[src/rtl/gf128_pkg.sv]
// gf128_pkg: shared constants and types for the GF(2^128) GHASH datapath.
//
// Contents:
//   GF128_W        operand width (128)
//   GF128_PW       unreduced product width (256)
//   GF128_CLMUL_D  digit width of the serial carry-less multiplier
//   GF128_CLMUL_N  iterations per multiply (GF128_W / GF128_CLMUL_D)
//   GF128_CNT_W    width of the iteration counter
//   gf128_state_e  multiplier FSM states (idle / run / done)
//
// Configuration macro:
//   GF128_CLMUL_DIGIT4_EN  defined   -> D = 4, N = 32
//                          undefined -> D = 1, N = 128
package gf128_pkg;

   localparam int unsigned GF128_W  = 128;
   localparam int unsigned GF128_PW = 256;

`ifdef GF128_CLMUL_DIGIT4_EN
   localparam int unsigned GF128_CLMUL_D = 4;
`else
   localparam int unsigned GF128_CLMUL_D = 1;
`endif

   localparam int unsigned GF128_CLMUL_N = GF128_W / GF128_CLMUL_D;

   // N is a power of two, so the counter wraps to zero right after the last iteration.
   localparam int unsigned GF128_CNT_W = $clog2(GF128_CLMUL_N);

   localparam logic [GF128_CNT_W-1:0] GF128_CNT_LAST = GF128_CNT_W'(GF128_CLMUL_N - 1);

   typedef enum logic [1:0] {
      StIdle = 2'd0,
      StRun  = 2'd1,
      StDone = 2'd2
   } gf128_state_e;

endpackage

[src/rtl/gf128_clmul_digit.sv]
// gf128_clmul_digit: combinational D-bit x 128-bit carry-less partial product.
//
// Ports:
//   a      in  128      multiplicand, bit i = coefficient of x^i
//   digit  in  D        multiplier digit, digit[k] weights a by x^k
//   pp     out 256      XOR of (a << k) over all set digit bits
//
// D comes from gf128_pkg (1, or 4 when GF128_CLMUL_DIGIT4_EN is defined).
module gf128_clmul_digit
   import gf128_pkg::*;
(
   input  logic [GF128_W-1:0]       a,
   input  logic [GF128_CLMUL_D-1:0] digit,
   output logic [GF128_PW-1:0]      pp
);

   logic [GF128_PW-1:0] a_ext;

   assign a_ext = {{(GF128_PW - GF128_W){1'b0}}, a};

   always_comb begin
      pp = '0;
      for (int k = 0; k < int'(GF128_CLMUL_D); k++) begin
         if (digit[k]) begin
            pp = pp ^ (a_ext << k);
         end
      end
   end

endmodule

[src/rtl/gf128_clmul_serial.sv]
// gf128_clmul_serial: digit-serial 128x128 carry-less multiplier, 255-bit unreduced product.
//
// Ports:
//   clk        in   1    clock, rising edge
//   rst        in   1    synchronous active-high reset
//   in_valid   in   1    operand pair valid
//   in_ready   out  1    high only while idle
//   a          in   128  multiplicand, bit i = coefficient of x^i
//   b          in   128  multiplier, same ordering
//   out_valid  out  1    p holds a completed product
//   out_ready  in   1    consumer accepts p
//   p          out  256  product, bit 255 always 0
//   busy       out  1    high while running or holding a result
//
// Configuration macro: GF128_CLMUL_DIGIT4_EN selects 4 multiplier bits per cycle (32 cycles)
// instead of 1 bit per cycle (128 cycles). Results are identical in both builds.
//
// The multiplier is consumed MSB-first (Horner): every cycle the accumulator is shifted up by
// D and the partial product of the next D multiplier bits is XORed in.
module gf128_clmul_serial
   import gf128_pkg::*;
(
   input  logic                clk,
   input  logic                rst,
   input  logic                in_valid,
   output logic                in_ready,
   input  logic [GF128_W-1:0]  a,
   input  logic [GF128_W-1:0]  b,
   output logic                out_valid,
   input  logic                out_ready,
   output logic [GF128_PW-1:0] p,
   output logic                busy
);

   gf128_state_e state_q, state_d;

   logic [GF128_CNT_W-1:0] cnt_q, cnt_d;
   logic [GF128_W-1:0]     a_q, a_d;
   logic [GF128_W-1:0]     b_q, b_d;
   logic [GF128_PW-1:0]    acc_q, acc_d;
   logic [GF128_PW-1:0]    pp;
   logic                   accept;
   logic                   last_iter;

   // Acceptance depends on state, not on in_ready, so in_ready stays a pure state decode.
   assign accept    = in_valid && (state_q == StIdle);
   assign last_iter = (cnt_q == GF128_CNT_LAST);

   // b_q shifts up by D each iteration, so its top D bits are always the current digit
   // (equivalent to indexing b at 127 - cnt*D without a variable-position mux).
   gf128_clmul_digit u_digit (
      .a     (a_q),
      .digit (b_q[GF128_W-1 -: GF128_CLMUL_D]),
      .pp    (pp)
   );

   // ------------------------------------------------------------------
   // FSM: state register
   // ------------------------------------------------------------------
   always_ff @(posedge clk) begin
      if (rst) begin
         state_q <= StIdle;
      end else begin
         state_q <= state_d;
      end
   end

   // ------------------------------------------------------------------
   // FSM: next-state logic
   // ------------------------------------------------------------------
   always_comb begin
      state_d = state_q;
      unique case (state_q)
         StIdle: begin
            if (accept) begin
               state_d = StRun;
            end
         end
         StRun: begin
            if (last_iter) begin
               state_d = StDone;
            end
         end
         StDone: begin
            if (out_ready) begin
               state_d = StIdle;
            end
         end
         default: state_d = StIdle;
      endcase
   end

   // ------------------------------------------------------------------
   // FSM: output decode
   // ------------------------------------------------------------------
   always_comb begin
      in_ready  = 1'b0;
      out_valid = 1'b0;
      busy      = 1'b0;
      unique case (state_q)
         StIdle: begin
            in_ready = 1'b1;
         end
         StRun: begin
            busy = 1'b1;
         end
         StDone: begin
            out_valid = 1'b1;
            busy      = 1'b1;
         end
         default: begin
            in_ready  = 1'b0;
            out_valid = 1'b0;
            busy      = 1'b0;
         end
      endcase
   end

   // ------------------------------------------------------------------
   // Datapath next-state
   // ------------------------------------------------------------------
   always_comb begin
      a_d   = a_q;
      b_d   = b_q;
      acc_d = acc_q;
      cnt_d = cnt_q;
      unique case (state_q)
         StIdle: begin
            if (accept) begin
               a_d   = a;
               b_d   = b;
               acc_d = '0;
               cnt_d = '0;
            end
         end
         StRun: begin
            // Max degree 254 after the last step, so the 256-bit shift never drops a bit.
            acc_d = (acc_q << GF128_CLMUL_D) ^ pp;
            b_d   = b_q << GF128_CLMUL_D;
            cnt_d = cnt_q + GF128_CNT_W'(1);
         end
         StDone: begin
            acc_d = acc_q;
         end
         default: begin
            acc_d = acc_q;
         end
      endcase
   end

   always_ff @(posedge clk) begin
      if (rst) begin
         a_q   <= '0;
         b_q   <= '0;
         acc_q <= '0;
         cnt_q <= '0;
      end else begin
         a_q   <= a_d;
         b_q   <= b_d;
         acc_q <= acc_d;
         cnt_q <= cnt_d;
      end
   end

   assign p = acc_q;

endmodule
[config.mk]
export PLATFORM = sky130hd
export DESIGN_NAME = gf128_clmul_serial
export DESIGN_NICKNAME = d
export VERILOG_FILES = /design/src/rtl/gf128_pkg.sv /design/src/rtl/gf128_clmul_digit.sv /design/src/rtl/gf128_clmul_serial.sv
export SDC_FILE = /design/constraint.sdc
export NUM_CORES = 1
export LEC_CHECK = 0
export ABC_AREA = 1
export BUFFER_PORTS_ARGS = -buffer_cell sky130_fd_sc_hd__buf_2
export CORE_AREA = 2 2 201 203
export CTS_BUF_LIST = sky130_fd_sc_hd__clkbuf_8
export DETAILED_ROUTE_END_ITERATION = 10
export DIE_AREA = 0 0 203 205
export GPL_TIMING_DRIVEN = 1
export PLACE_DENSITY = 0.86
export SYNTH_ARGS = -nofsm -noshare
export SYNTH_HDL_FRONTEND = slang
export SYNTH_SLANG_ARGS = --single-unit
[constraint.sdc]
create_clock -name clk -period 3.2 [get_ports clk]
set_clock_uncertainty 0.05 [all_clocks]
set_input_delay 0.96 -clock clk [delete_from_list [all_inputs] [get_ports clk]]
set_output_delay 0.96 -clock clk [all_outputs]
set_load 0.03 [all_outputs]
==> impl_metrics.ini <==
[timing]
finalSetupViolCount = 0
fin_ws_ps = 478
fmax_ghz = 0.367
relSlewSlack_pct = 37.5
period_share_pct = 85.1
maxSlewViolCount = 0
tightest_slew_ps = 938
fin_crit_ps = 2720
setup_tns_ps = 0
hold_viol = 0
rsz0062_at_grt = false

[power_and_ir_drop]
p_clk_share_pct = 30.3
ir_drop_uv = 742
p_int_uw = 12400
pwr-share-seq_pct = 41.7
power_frac_comb_pct = 28.0
swShare_pct = 36.5
power.switching_uw = 7150
power_density_mw_per_mm2 = 779
leakagePower_uw = 0.00984

[placement]
place.gp.congestion = 0.862
place_ws_ps = 755
numPortBuffers = 518
place_inst = 3584
place_area_mm2 = 0.0233
dp_hpwl_um = 38600

[die]
core_area_mm2 = 0.0394
die_h_um = 205
die_x_um = 203
io_pins = 519
start_util_pct = 52.3
num_rows = 73
die_area_mm2 = 0.0416

[outcome]
outcome = completed

[clock_network]
cts_tree = done
cts_buffers = 84
postCtsSetupRepairBufs = 0
clk_pin_slew_worst_paths_ps = 60
htreeDepth = 3
clock_latency_ps = 650
clock_sinks = 521
root_buffer = clkbuf_8
cts_buffer_depth = 3
cts_resized = 0
ctsHoldBuffers = 0

[yosys]
synth-xor-area-share_pct = 0
yosys-top-cells-area = dfxtp_1, nand2_1, a21oi_1
syn_nets = 2981
ys_async_sr_fraction_pct = 0
ys_seq_area_share_pct = 50.6
synthTopCellsByCount = nand2_1, dfxtp_1, a21oi_1
ys_warn_count = 0
synthAdderAreaFrac_pct = 0.243
synth_top_cell_by_area = dfxtp_1
synth_edf_count = 0
synth_top_area_share_pct = 50.6
synth_cell_types = 20
synth_compound_area_share_pct = 17.2
syn_avg_cell_area_um2 = 7.58
synth_top_family_by_area = simple AND/OR/NAND/NOR gates
synth.area.mux_share_pct = 0
synthFlopType = dfxtp_1
ys_seq_elements = 521
yosysMostFrequentCell = nand2_1
syn-cell-area_mm2 = 0.0206
synthCells = 2717
synth_simple_gate_area_share_pct = 26.7

[route]
drt_first_iter_violations = 1474
drt-pass1-iter-count = 6
m1WireLength_um = 24100
antenna_left = 0
drt-vias-per-instance = 5.49
via_count = 20600
dr_wl_met3_um = 4970
wire_per_inst_um = 16.1
drc = 0
wl_met2_um = 27900
routed.top_layer = met5
wl_um = 60200

[global_routing]
grt_pass1_vias = 19100
grt_pass1_wl_um = 95300
grt_remaining_overflow = 0
grt_max_degree = 203
antenna_found_initial = 15
grt_util_all_layers_pct = 27.8

[layout]
fin_cells = 3745
fin_area_mm2 = 0.0251
nNetsFinal = 3409
final_core_util_pct = 63.8
drive_gt1_share_pct = 21.5
area.growth.synth_to_final_pct = 22.0

[setup_path]
required_ps = 2190
critPathKind = flop to output pin
critPathLaunchType = flop
cp_data_arrival_time_ps = 1710
cp_max_fo = 5
worstSetupEndpointType = output pin

[hold_path]
min_path_type = flop to flop

[run]
maxCapViolations = 0
==> flip-flops by register name (all words and copies together), names as in the netlist <==
signal   flops
a_q        128
p          256
b_q        128
cnt_q        7
state_q      2
==> stage by stage <==
step | total power, µW | hold slack [ps]
after floorplan | 12300 | 389
after global placement | 13600 | 397
after detailed placement | 13700 | 406
after CTS | 19600 | 408
after global routing | 20700 | 432
final | 19600 | 409
==> worst paths after layout <==
check	start	to	slack (ps)	depth (start not counted)
max reg2reg	state_q[0]	p[18]	1050	8
max	state_q[0]	in_ready	480	3
min reg2reg	p[255]	p[255]	410	2
min	p[255]	p[255]	410	2
==> critical path: stages, from the launching register on <==
cell	delay, ps
dfxtp_1	330
inv_1	80
ha_1	360
buf_2	290
==> power groups by stage <==
stage	registers (µW)	logic, µW	clock network [µW]
2_1_floorplan	8150	4180	0
3_3_place_gp	8240	5320	0
3_5_place_dp	8270	5410	0
4_1_cts	8150	5420	5990
5_1_grt	8290	6060	6330
6_report	8160	5470	5930
==> final cells by class <==
type	count	area [µm²]
fillers	3299	14200
flip-flops and latches	521	10400
multi-input cells	1967	9090
repair buffers	555	3080
clock buffers	109	1500
well taps	525	657
clock inverters	41	265
inverters	16	72.6
diodes	11	27.5
==> kinds of logic after synthesis <==
| kind of cell | after synthesis |
|---|---|
| AOI/OAI and AO/OA | 674 |
| DFF | 521 |
| buffers and inverters | 229 |
| adders and majority gates | 4 |
| and+or+nand+nor | 1289 |
==> cells in the final DEF, fill, tap and decap left out, drive strengths merged <==
master	netlist	final
nand3	130	130
nand3b	127	127
a21oi	392	392
clkinvlp	0	3
bufinv	0	3
buf	111	555
diode	0	11
dfxtp	521	521
nand2	765	765
ha	4	4
clkinv	0	9
nor2	267	267
inv	16	42
a31oi	127	127
clkbuf	102	109
o21ai	155	155
==> layer usage <==
| metal | up-vias | global-route usage (%) |
|---|---|---|
| li1 | 9978 | - |
| met1 | 9446 | 34.0 |
| met2 | 903 | 45.0 |
| met3 | 228 | 7.03 |
| met4 | 14 | 15.6 |
| met5 | - | 0 |
Note: power is estimated with default switching activity, not from simulation.
